===== src/rtl/reset_seq_pkg.sv =====
// rtl/reset_seq_pkg.sv - shared types and constants for the reset sequencer
// Contents: FSM state enum, reset-cause encodings, small max helper.
package reset_seq_pkg;

  typedef enum logic [1:0] {
    ST_ASSERT  = 2'd0,
    ST_RELEASE = 2'd1,
    ST_DONE    = 2'd2,
    ST_IDLE    = 2'd3
  } state_e;

  localparam logic [1:0] CAUSE_POR = 2'b00;
  localparam logic [1:0] CAUSE_EXT = 2'b01;
  localparam logic [1:0] CAUSE_SW  = 2'b10;

  function automatic int max_int(input int a, input int b);
    return (a > b) ? a : b;
  endfunction

endpackage


===== src/rtl/reset_req_sync.sv =====
// rtl/reset_req_sync.sv - two-flop synchronizer for the external reset request
// Ports: clk, rst (sync, active-high, clears both flops), d_i (async level),
//        q_o (d_i delayed by two clk edges, safe to use in the clk domain).
module reset_req_sync (
  input  logic clk,
  input  logic rst,
  input  logic d_i,
  output logic q_o
);

  logic meta_q;
  logic sync_q;

  always_ff @(posedge clk) begin
    if (rst) begin
      meta_q <= 1'b0;
      sync_q <= 1'b0;
    end else begin
      meta_q <= d_i;
      sync_q <= meta_q;
    end
  end

  assign q_o = sync_q;

endmodule


===== src/rtl/reset_sequencer.sv =====
// rtl/reset_sequencer.sv - ordered reset release sequencer
// Ports: clk, rst (sync, active-high), req_async (async external request),
//        sw_req (clk-synchronous software request), rst_out[N_OUT] (ordered
//        resets, bit 0 released first), busy (not idle), done (pulse on last
//        release), cause (last reset cause). All outputs are registered.
module reset_sequencer
  import reset_seq_pkg::*;
#(
  parameter int N_OUT       = 3,
  parameter int HOLD_CYCLES = 16,
  parameter int GAP_CYCLES  = 4
) (
  input  logic             clk,
  input  logic             rst,
  input  logic             req_async,
  input  logic             sw_req,
  output logic [N_OUT-1:0] rst_out,
  output logic             busy,
  output logic             done,
  output logic [1:0]       cause
);

  localparam int CNT_W = $clog2(max_int(HOLD_CYCLES, GAP_CYCLES)) + 1;
  localparam int IDX_W = (N_OUT > 1) ? $clog2(N_OUT) : 1;

  localparam logic [CNT_W-1:0] HOLD_LOAD = CNT_W'(HOLD_CYCLES - 1);
  localparam logic [CNT_W-1:0] GAP_LOAD  = CNT_W'(GAP_CYCLES - 1);
  localparam logic [IDX_W-1:0] IDX_LAST  = IDX_W'(N_OUT - 1);
  localparam logic [N_OUT-1:0] ALL_ONES  = {N_OUT{1'b1}};
  localparam logic [N_OUT-1:0] BIT0      = N_OUT'(1);

  logic req_sync;
  logic req;
  logic [1:0] req_cause;

  state_e           state_q, state_d;
  logic [CNT_W-1:0] cnt_q, cnt_d;
  logic [IDX_W-1:0] idx_q, idx_d;
  logic [N_OUT-1:0] rst_out_q, rst_out_d;
  logic             busy_q, busy_d;
  logic             done_q, done_d;
  logic [1:0]       cause_q, cause_d;

  reset_req_sync u_req_sync (
    .clk (clk),
    .rst (rst),
    .d_i (req_async),
    .q_o (req_sync)
  );

  assign req       = req_sync | sw_req;
  assign req_cause = req_sync ? CAUSE_EXT : CAUSE_SW;

  always_ff @(posedge clk) begin
    if (rst) begin
      state_q   <= ST_ASSERT;
      cnt_q     <= HOLD_LOAD;
      idx_q     <= '0;
      rst_out_q <= ALL_ONES;
      busy_q    <= 1'b1;
      done_q    <= 1'b0;
      cause_q   <= CAUSE_POR;
    end else begin
      state_q   <= state_d;
      cnt_q     <= cnt_d;
      idx_q     <= idx_d;
      rst_out_q <= rst_out_d;
      busy_q    <= busy_d;
      done_q    <= done_d;
      cause_q   <= cause_d;
    end
  end

  always_comb begin
    state_d   = state_q;
    cnt_d     = cnt_q;
    idx_d     = idx_q;
    rst_out_d = rst_out_q;
    done_d    = 1'b0;
    cause_d   = cause_q;

    if (req && (state_q != ST_ASSERT)) begin
      // Fresh entry into ASSERT from any other state restarts the sequence.
      state_d   = ST_ASSERT;
      rst_out_d = ALL_ONES;
      cnt_d     = HOLD_LOAD;
      idx_d     = '0;
      cause_d   = req_cause;
    end else begin
      unique case (state_q)
        ST_ASSERT: begin
          rst_out_d = ALL_ONES;
          if (req) begin
            // A request while holding only stretches the hold window.
            cnt_d = HOLD_LOAD;
          end else if (cnt_q == '0) begin
            // Bit 0 clears on the same edge RELEASE is entered.
            rst_out_d = ALL_ONES & ~BIT0;
            if (N_OUT == 1) begin
              state_d = ST_DONE;
              done_d  = 1'b1;
            end else begin
              state_d = ST_RELEASE;
              cnt_d   = GAP_LOAD;
              idx_d   = IDX_W'(1);
            end
          end else begin
            cnt_d = cnt_q - CNT_W'(1);
          end
        end
        ST_RELEASE: begin
          // idx_q names the next bit to clear; lower bits are already low.
          if (cnt_q == '0) begin
            rst_out_d = rst_out_q & ~(BIT0 << idx_q);
            if (idx_q == IDX_LAST) begin
              state_d = ST_DONE;
              done_d  = 1'b1;
            end else begin
              idx_d = idx_q + IDX_W'(1);
              cnt_d = GAP_LOAD;
            end
          end else begin
            cnt_d = cnt_q - CNT_W'(1);
          end
        end
        ST_DONE: begin
          rst_out_d = '0;
          state_d   = ST_IDLE;
        end
        ST_IDLE: begin
          rst_out_d = '0;
        end
        default: begin
          state_d = ST_ASSERT;
        end
      endcase
    end

    busy_d = (state_d != ST_IDLE);
  end

  assign rst_out = rst_out_q;
  assign busy    = busy_q;
  assign done    = done_q;
  assign cause   = cause_q;

endmodule

===== config.mk =====
export PLATFORM = sky130hd
export DESIGN_NAME = reset_sequencer
export DESIGN_NICKNAME = d
export VERILOG_FILES = /design/src/rtl/reset_seq_pkg.sv /design/src/rtl/reset_req_sync.sv /design/src/rtl/reset_sequencer.sv
export SDC_FILE = /design/constraint.sdc
export NUM_CORES = 1
export LEC_CHECK = 0
export CORE_AREA = 2 2 41 43
export DETAILED_ROUTE_END_ITERATION = 10
export DIE_AREA = 0 0 43 45
export DONT_BUFFER_PORTS = 1
export GPL_ROUTABILITY_DRIVEN = 0
export HOLD_SLACK_MARGIN = 0.03
export PLACE_DENSITY = 0.7
export SLEW_MARGIN = 20
export SYNTH_ARGS = -nofsm -noshare
export SYNTH_HDL_FRONTEND = slang
export SYNTH_SLANG_ARGS = --single-unit

===== constraint.sdc =====
create_clock -name clk -period 1.8 [get_ports clk]
set_input_delay 0.18 -clock clk [delete_from_list [all_inputs] [get_ports clk]]
set_output_delay 0.18 -clock clk [all_outputs]
set_load 0.005 [all_outputs]

### Word level (Yosys, flattened, before mapping)

Cells that the tools add are included.

| storage, ports and cells | value |
|---|---|
| bits in registers | 18 |
| input port bits | 4 |
| logic and storage cells | 59 |

| cells by class | value |
|---|---|
| add/sub/neg operators | 2 |
| equality and inequality tests | 10 |
| shift-type cells | 1 |
| muxes and demuxes | 22 |
| bitwise gates (word level) | 5 |
| reductions and logical operators | 10 |

Operators with widths:

| kind | number |
|---|---|
| $mux 2 | 10 |
| $mux 5 | 4 |
| $ne 2x2->1 const B | 5 |
| $pmux 5 s2 | 1 |
| $pmux 3 s3 | 1 |
| $eq 2x2->1 const B | 3 |
| $pmux 2 s3 | 1 |
| $logic_not 5->1 | 1 |
| $reduce_and 5->1 | 1 |
| $sub 5x1->5 const B | 1 |
| $pmux 2 s2 | 1 |
| $reduce_bool 2->1 | 2 |
| $reduce_or 2->1 | 2 |
| $reduce_or 4->1 | 1 |
| $and 3x3->3 | 1 |
| $mux 1 | 3 |
| $mux 3 | 1 |
| $ne 3x3->1 const B | 1 |
| $not 3->3 | 1 |
| $shl 1x2->3 const A | 1 |
| $add 2x1->2 const B | 1 |
| $eq 2x1->1 const B | 1 |
| $logic_not 2->1 | 1 |
| $not 1->1 | 2 |
| other kinds (3) | 3 |

### Depth between registers and ports, before layout

| logic depth | value |
|---|---|
| depth after elaboration | 6 |
| mapped depth | 5 |
| depth with buffers taken out | 5 |

### Modules after synthesis

From an unflattened synthesis, not the netlist that was laid out.

| second synthesis, totals | value |
|---|---|
| cell total of the unflattened synthesis | 94 |
| area total of the unflattened synthesis | 847.1 um2 |

By module, submodules not included:

| module | times used | cells each | area each (um2) | seq. area each (um2) |
|---|---|---|---|---|
| reset_sequencer | 1 | 90 | 794.5 | 320.3 |
| reset_req_sync | 1 | 4 | 52.6 | 40.0 |

### Least setup slack after synthesis

OpenSTA, ideal clock, no wires.

| timing path | value |
|---|---|
| kind | register -> register |
| from | register cnt_q[0] |
| to | register rst_out_q[2], in the netlist rst_out[2] |
| library setup time | 0.122 ns |
| data arrival time | 1.343 ns |
| required time | 1.678 ns |
| setup slack | 0.335 ns |
| stages on the path, launching flop included | 6 |
| path buffers | 0 |
| path through | dfxtp_1 > inv_1 > ha_1 > nor4b_4 > nand2_2 > a311o_1 |

| between the ends | value |
|---|---|
| word-level cells in the longest chain between the ends | 2 |

RTL lines:

| element | RTL line | source |
|---|---|---|
| start: declaration | reset_sequencer.sv:37 | `logic [CNT_W-1:0] cnt_q, cnt_d;` |
| start signal: assignment | reset_sequencer.sv:65 | `cnt_q <= cnt_d;` |
| $logic_not 5->1 | reset_sequencer.sv:113 | `if (cnt_q == '0) begin` |
| $ne 2x2->1 (no source line) | - |  |
| end signal: assignment | reset_sequencer.sv:67 | `rst_out_q <= rst_out_d;` |
| end: declaration | reset_sequencer.sv:39 | `logic [N_OUT-1:0] rst_out_q, rst_out_d;` |

No other way between the ends.
A chain may end at the register's enable or synchronous reset.

### Worst setup path in the final report

| timing path | value |
|---|---|
| from | register cnt_q[0] |
| to | register state_q[1] |

| between the ends | value |
|---|---|
| word-level cells in the longest chain between the ends | 5 |
| elaborated cells on any way between the ends | 6 |
| those cells by class | mux (5); reduce/logical (1) |

RTL lines:

| element | RTL line | source |
|---|---|---|
| $logic_not 5->1 (*) | reset_sequencer.sv:96, reset_sequencer.sv:113 |  |
| $mux 2 | reset_sequencer.sv:96 | `end else if (cnt_q == '0) begin` |
| $mux 2 | reset_sequencer.sv:93 | `if (req) begin` |
| $pmux 2 s3 (*) | reset_sequencer.sv:90 | `unique case (state_q)` |
| $mux 2 (*) | reset_sequencer.sv:82 | `if (req && (state_q != ST_ASSERT)) begin` |
| end signal: assignment | reset_sequencer.sv:64 | `state_q <= state_d;` |
| end: declaration | reset_sequencer.sv:36 | `state_e state_q, state_d;` |

Mark *: on every way between the ends. The rest lies on a longest branch, timed or not.

==> metrics list <==
- Mapped Nets: 98
- The detailed router placed 649 vias in this run.
- Category of the critical setup timing path: register to register
- In the final layout, the share of cells above drive strength 1 is 7.37%.
- Cell chain of the critical path: inv_1 -> ha_1 -> or4b_1 -> o21ai_1 -> nor2b_1
- Clock latency on the worst-skew pair, taken at its later pin, is 0.28 ns.
- After floorplanning, the core was sized to cover 1470 sq um.
- Summing all flip-flop and latch instances after layout gives 360 sq um.
- Max Clk Rate: 646 MHz
* Cell count of the worst reg-to-reg path: 5
* Crit path time final: 1.55 ns
* Clock-pin slew of the registers on the worst-case setup and hold paths: 0.10 ns
- In this run the static leakage power is 0.333 nW.
- Power per standard cell area: 750 nW/um^2
* Number of DRC violations after detailed routing: 0
* Hold Path Class: primary input to register
- Top library cells by usage in the layout, fill and taps aside: sky130_fd_sc_hd__dfxtp_1 (18), sky130_fd_sc_hd__inv_1 (9), sky130_fd_sc_hd__o21ai_0 (6), sky130_fd_sc_hd__nand2_1 (6), sky130_fd_sc_hd__nor2b_1 (6)
- DRC violation total after the first TritonRoute iteration: 10
* Top-level I/O count: 11
- Total of flip-flops plus latches after synthesis: 18
- Count of fill cells added during filler insertion: 143
- The number of antenna violations at the first check in global routing came to 0.
- Root Buffer: sky130_fd_sc_hd__clkbuf_4
* Worst-case hold path end point: busy$_SDFF_PP1_
- Combined global-route utilization of all metal layers: 18.2%
* Multi-input gate area in the final layout: 415 sq um
- Setup violations remaining at the end of the flow were counted as 0.
- The first global-routing pass estimated 2610 um of wire.
- Once layout is complete, the utilization of the core stands at 60.7%.
- The clock drives 18 sinks.
* Synth cell types: 32
* Critical-path cell with the highest stage delay: sky130_fd_sc_hd__or4b_1
- Setup repair after global routing missed its margin: false
- Final Routed Wirelength: 1510 um
- Initial core utilization: 55.5%
- After detailed routing, the number of vias per cell comes to 5.85.
- Most common cell after layout, fill and taps aside: sky130_fd_sc_hd__dfxtp_1
- Number of cells upsized or downsized after cts: 0
- TritonCTS built the clock tree.
* Port-buffer cells: 0
- Counting the buffers created by CTS gives 3.
- Entering global routing, the biggest net connects 16 pins.
- Measured along the y axis, the die boundary spans 45 um.
- Number of iterations in the first detailed-routing pass: 3
- Setup slack, reg-to-reg: 0.25 ns
- Diodes inserted: 0
- DIE AREA: 1940 sq um
- Depth of the worst hold-timing path: 2
- Cell type group with the largest total delay on the critical path: simple AND/OR/NAND/NOR gates
* Number of levels the H-tree was split into: 1
- In this run the core area contains 14 standard-cell rows.
* Netlist area before placement: 817 sq um
* Hold buffer count at cts: 2
- A synthesized cell averages 9.08 sq um.
* Power after layout: 0.000670 W
* Avg WL per Cell: 13.6 um
- Transition at the pin with the smallest max-transition slack: 0.465 ns
* Kind of start point of the critical path: register
* Setup skew after layout: 0.00317 ns
- Sum of overflow across all layers after global routing: 0
- The longest clock path from root to sink contains 2 buffers.
* Total count of max-transition violations in the final report: 0
- Buffers added to address setup during post-CTS repair amount to 0.
- Sequential elements use 44.1% of the synthesized area.
* Number of hold violations in the final report: 0
* Post-layout nets: 104
- Via count of the first global-routing pass: 634
- Post-route fraction of the period consumed by the critical path: 86.0%
* Arrival time of the worst setup path: 1.78 ns
- Area growth, synth to finish: 9.34%
* Endpoint class of the critical path: register
- Die boundary width: 43 um
* Number of instances in the synthesized netlist: 90
* Number of warning messages in the yosys log: 0
* Max rail drop VDD: 0.000413 V
- CP Buf/Inv Count: 1
* Largest stage delay, worst path: 0.47 ns
* Antenna Violating Nets Remaining: 0
- Worst slew margin relative to its limit: 68.9%
- Post-DP HPWL: 1090 um
- Status: complete, no violations
- Max capacitance violation total: 0
- Critical register-to-register path endpoint: state_q[1]$_SDFF_PP0_
- The startpoint identified for the worst hold timing path is sw_req.
* Final setup TNS: 0 ns
- In this run the critical register-to-register path is launched from cnt_q[0]$_SDFFE_PP1P_.
- Maximum fanout encountered on the critical timing path: 4
- Required time of the critical path: 2.03 ns
[state kept, by name (all words and copies together), names as in the netlist]
register and flops:
cnt_q 5, rst_out 3, cause 2, idx_q 2, state_q 2, busy 1, done 1, u_req_sync.meta_q 1
u_req_sync.q_o 1
[final cells by class]
class / count / share of cell area [%]
Multi-Input combinational cell: 61 / 46.5
Sequential cell: 18 / 40.3
Clock buffer: 4 / 4.06
Inverter: 9 / 3.78
Timing Repair Buffer: 3 / 3.08
Tap cell: 16 / 2.24
[power by group]
part           internal, W  switching [W]  total (W)
logic            0.0000107      0.0000114  0.0000221
clock network     0.000123       0.000119   0.000242
registers         0.000402     0.00000365   0.000406
total             0.000536       0.000134   0.000670
[metrics by stage]
| step | hold WS, ns | setup slack [ns] | std cells | cell area, sq um |
|---|---|---|---|---|
| 3_3_place_gp | 0.254 | 0.272 | 105 | 837 |
| 6_report | 0.0437 | 0.252 | 111 | 893 |
| 2_1_floorplan | 0.249 | 0.335 | 90 | 817 |
| 3_5_place_dp | 0.255 | 0.264 | 105 | 837 |
| 4_1_cts | 0.0327 | 0.269 | 111 | 893 |
| 5_1_grt | 0.0511 | 0.132 | 111 | 893 |
[kinds of logic (layout without fill, tap and decap cells)]
logic type               after synthesis  after routing  synth area share (%)
AND/OR/NAND/NOR                       31             31                  23.1
AO/OA/AOI/OAI                         23             23                  18.1
flip-flops                            18             18                  44.1
buffers and inverters                 11             16                  5.05
adder cells (fa/ha/maj)                4              4                  6.13
multiplexers                           2              2                  2.45
XOR/XNOR                               1              1                  1.07
[synthesized netlist by cell type]
| cell | number | area share, % |
|---|---|---|
| sky130_fd_sc_hd__nor2_1 | 2 | 0.92 |
| sky130_fd_sc_hd__o21ai_0 | 6 | 3.7 |
| sky130_fd_sc_hd__nand2_2 | 1 | 0.77 |
| sky130_fd_sc_hd__o22ai_1 | 1 | 0.77 |
| sky130_fd_sc_hd__a31oi_1 | 1 | 0.77 |
| sky130_fd_sc_hd__or4_1 | 1 | 0.92 |
| sky130_fd_sc_hd__a21oi_1 | 4 | 2.5 |
| sky130_fd_sc_hd__a311o_1 | 1 | 1.2 |
| sky130_fd_sc_hd__nand3_1 | 1 | 0.61 |
| sky130_fd_sc_hd__mux2i_1 | 2 | 2.5 |
| sky130_fd_sc_hd__nor3_1 | 5 | 3.1 |
| sky130_fd_sc_hd__dfxtp_1 | 18 | 44 |
| sky130_fd_sc_hd__a22oi_1 | 2 | 1.8 |
| sky130_fd_sc_hd__o31ai_1 | 1 | 0.92 |
| sky130_fd_sc_hd__nor4_1 | 3 | 2.3 |
| sky130_fd_sc_hd__nor4b_4 | 1 | 2.9 |
| sky130_fd_sc_hd__and3_1 | 2 | 1.5 |
| sky130_fd_sc_hd__clkbuf_1 | 2 | 0.92 |
| sky130_fd_sc_hd__inv_1 | 9 | 4.1 |
| sky130_fd_sc_hd__nand4_1 | 1 | 0.77 |
| sky130_fd_sc_hd__nand2_1 | 6 | 2.8 |
| sky130_fd_sc_hd__nor2b_1 | 6 | 4.6 |
| sky130_fd_sc_hd__o21a_1 | 1 | 0.92 |
| sky130_fd_sc_hd__o211ai_1 | 1 | 0.92 |
| sky130_fd_sc_hd__or3_1 | 1 | 0.77 |
| sky130_fd_sc_hd__o21bai_1 | 2 | 1.8 |
| sky130_fd_sc_hd__ha_1 | 4 | 6.1 |
| sky130_fd_sc_hd__xnor2_1 | 1 | 1.1 |
| sky130_fd_sc_hd__o22a_1 | 1 | 1.1 |
| sky130_fd_sc_hd__o21ai_1 | 1 | 0.61 |
| sky130_fd_sc_hd__or4b_1 | 1 | 1.2 |
| sky130_fd_sc_hd__o41ai_1 | 1 | 1.1 |
[worst max path at each step]
stage	cells after the start	from	to	slack (ns)
finish	5	cnt_q[0]$_SDFFE_PP1P_	state_q[1]$_SDFF_PP0_	0.25
global route	6	cnt_q[0]$_SDFFE_PP1P_	idx_q[0]$_SDFFE_PP0P_	0.13
CTS	5	cnt_q[0]$_SDFFE_PP1P_	state_q[1]$_SDFF_PP0_	0.27
detailed placement	5	cnt_q[0]$_SDFFE_PP1P_	idx_q[0]$_SDFFE_PP0P_	0.26
global placement	5	cnt_q[0]$_SDFFE_PP1P_	idx_q[0]$_SDFFE_PP0P_	0.27
floorplan	5	cnt_q[0]$_SDFFE_PP1P_	rst_out[2]$_SDFFE_PP1N_	0.33
[metal layers]
metal  part of all wire (%)  track usage (%)
met3                    3.7             4.40
met2                     46             29.7
met1                     48             22.8
met5                      0                0
met4                    1.4             9.09
(Power assumes the default switching activity.)
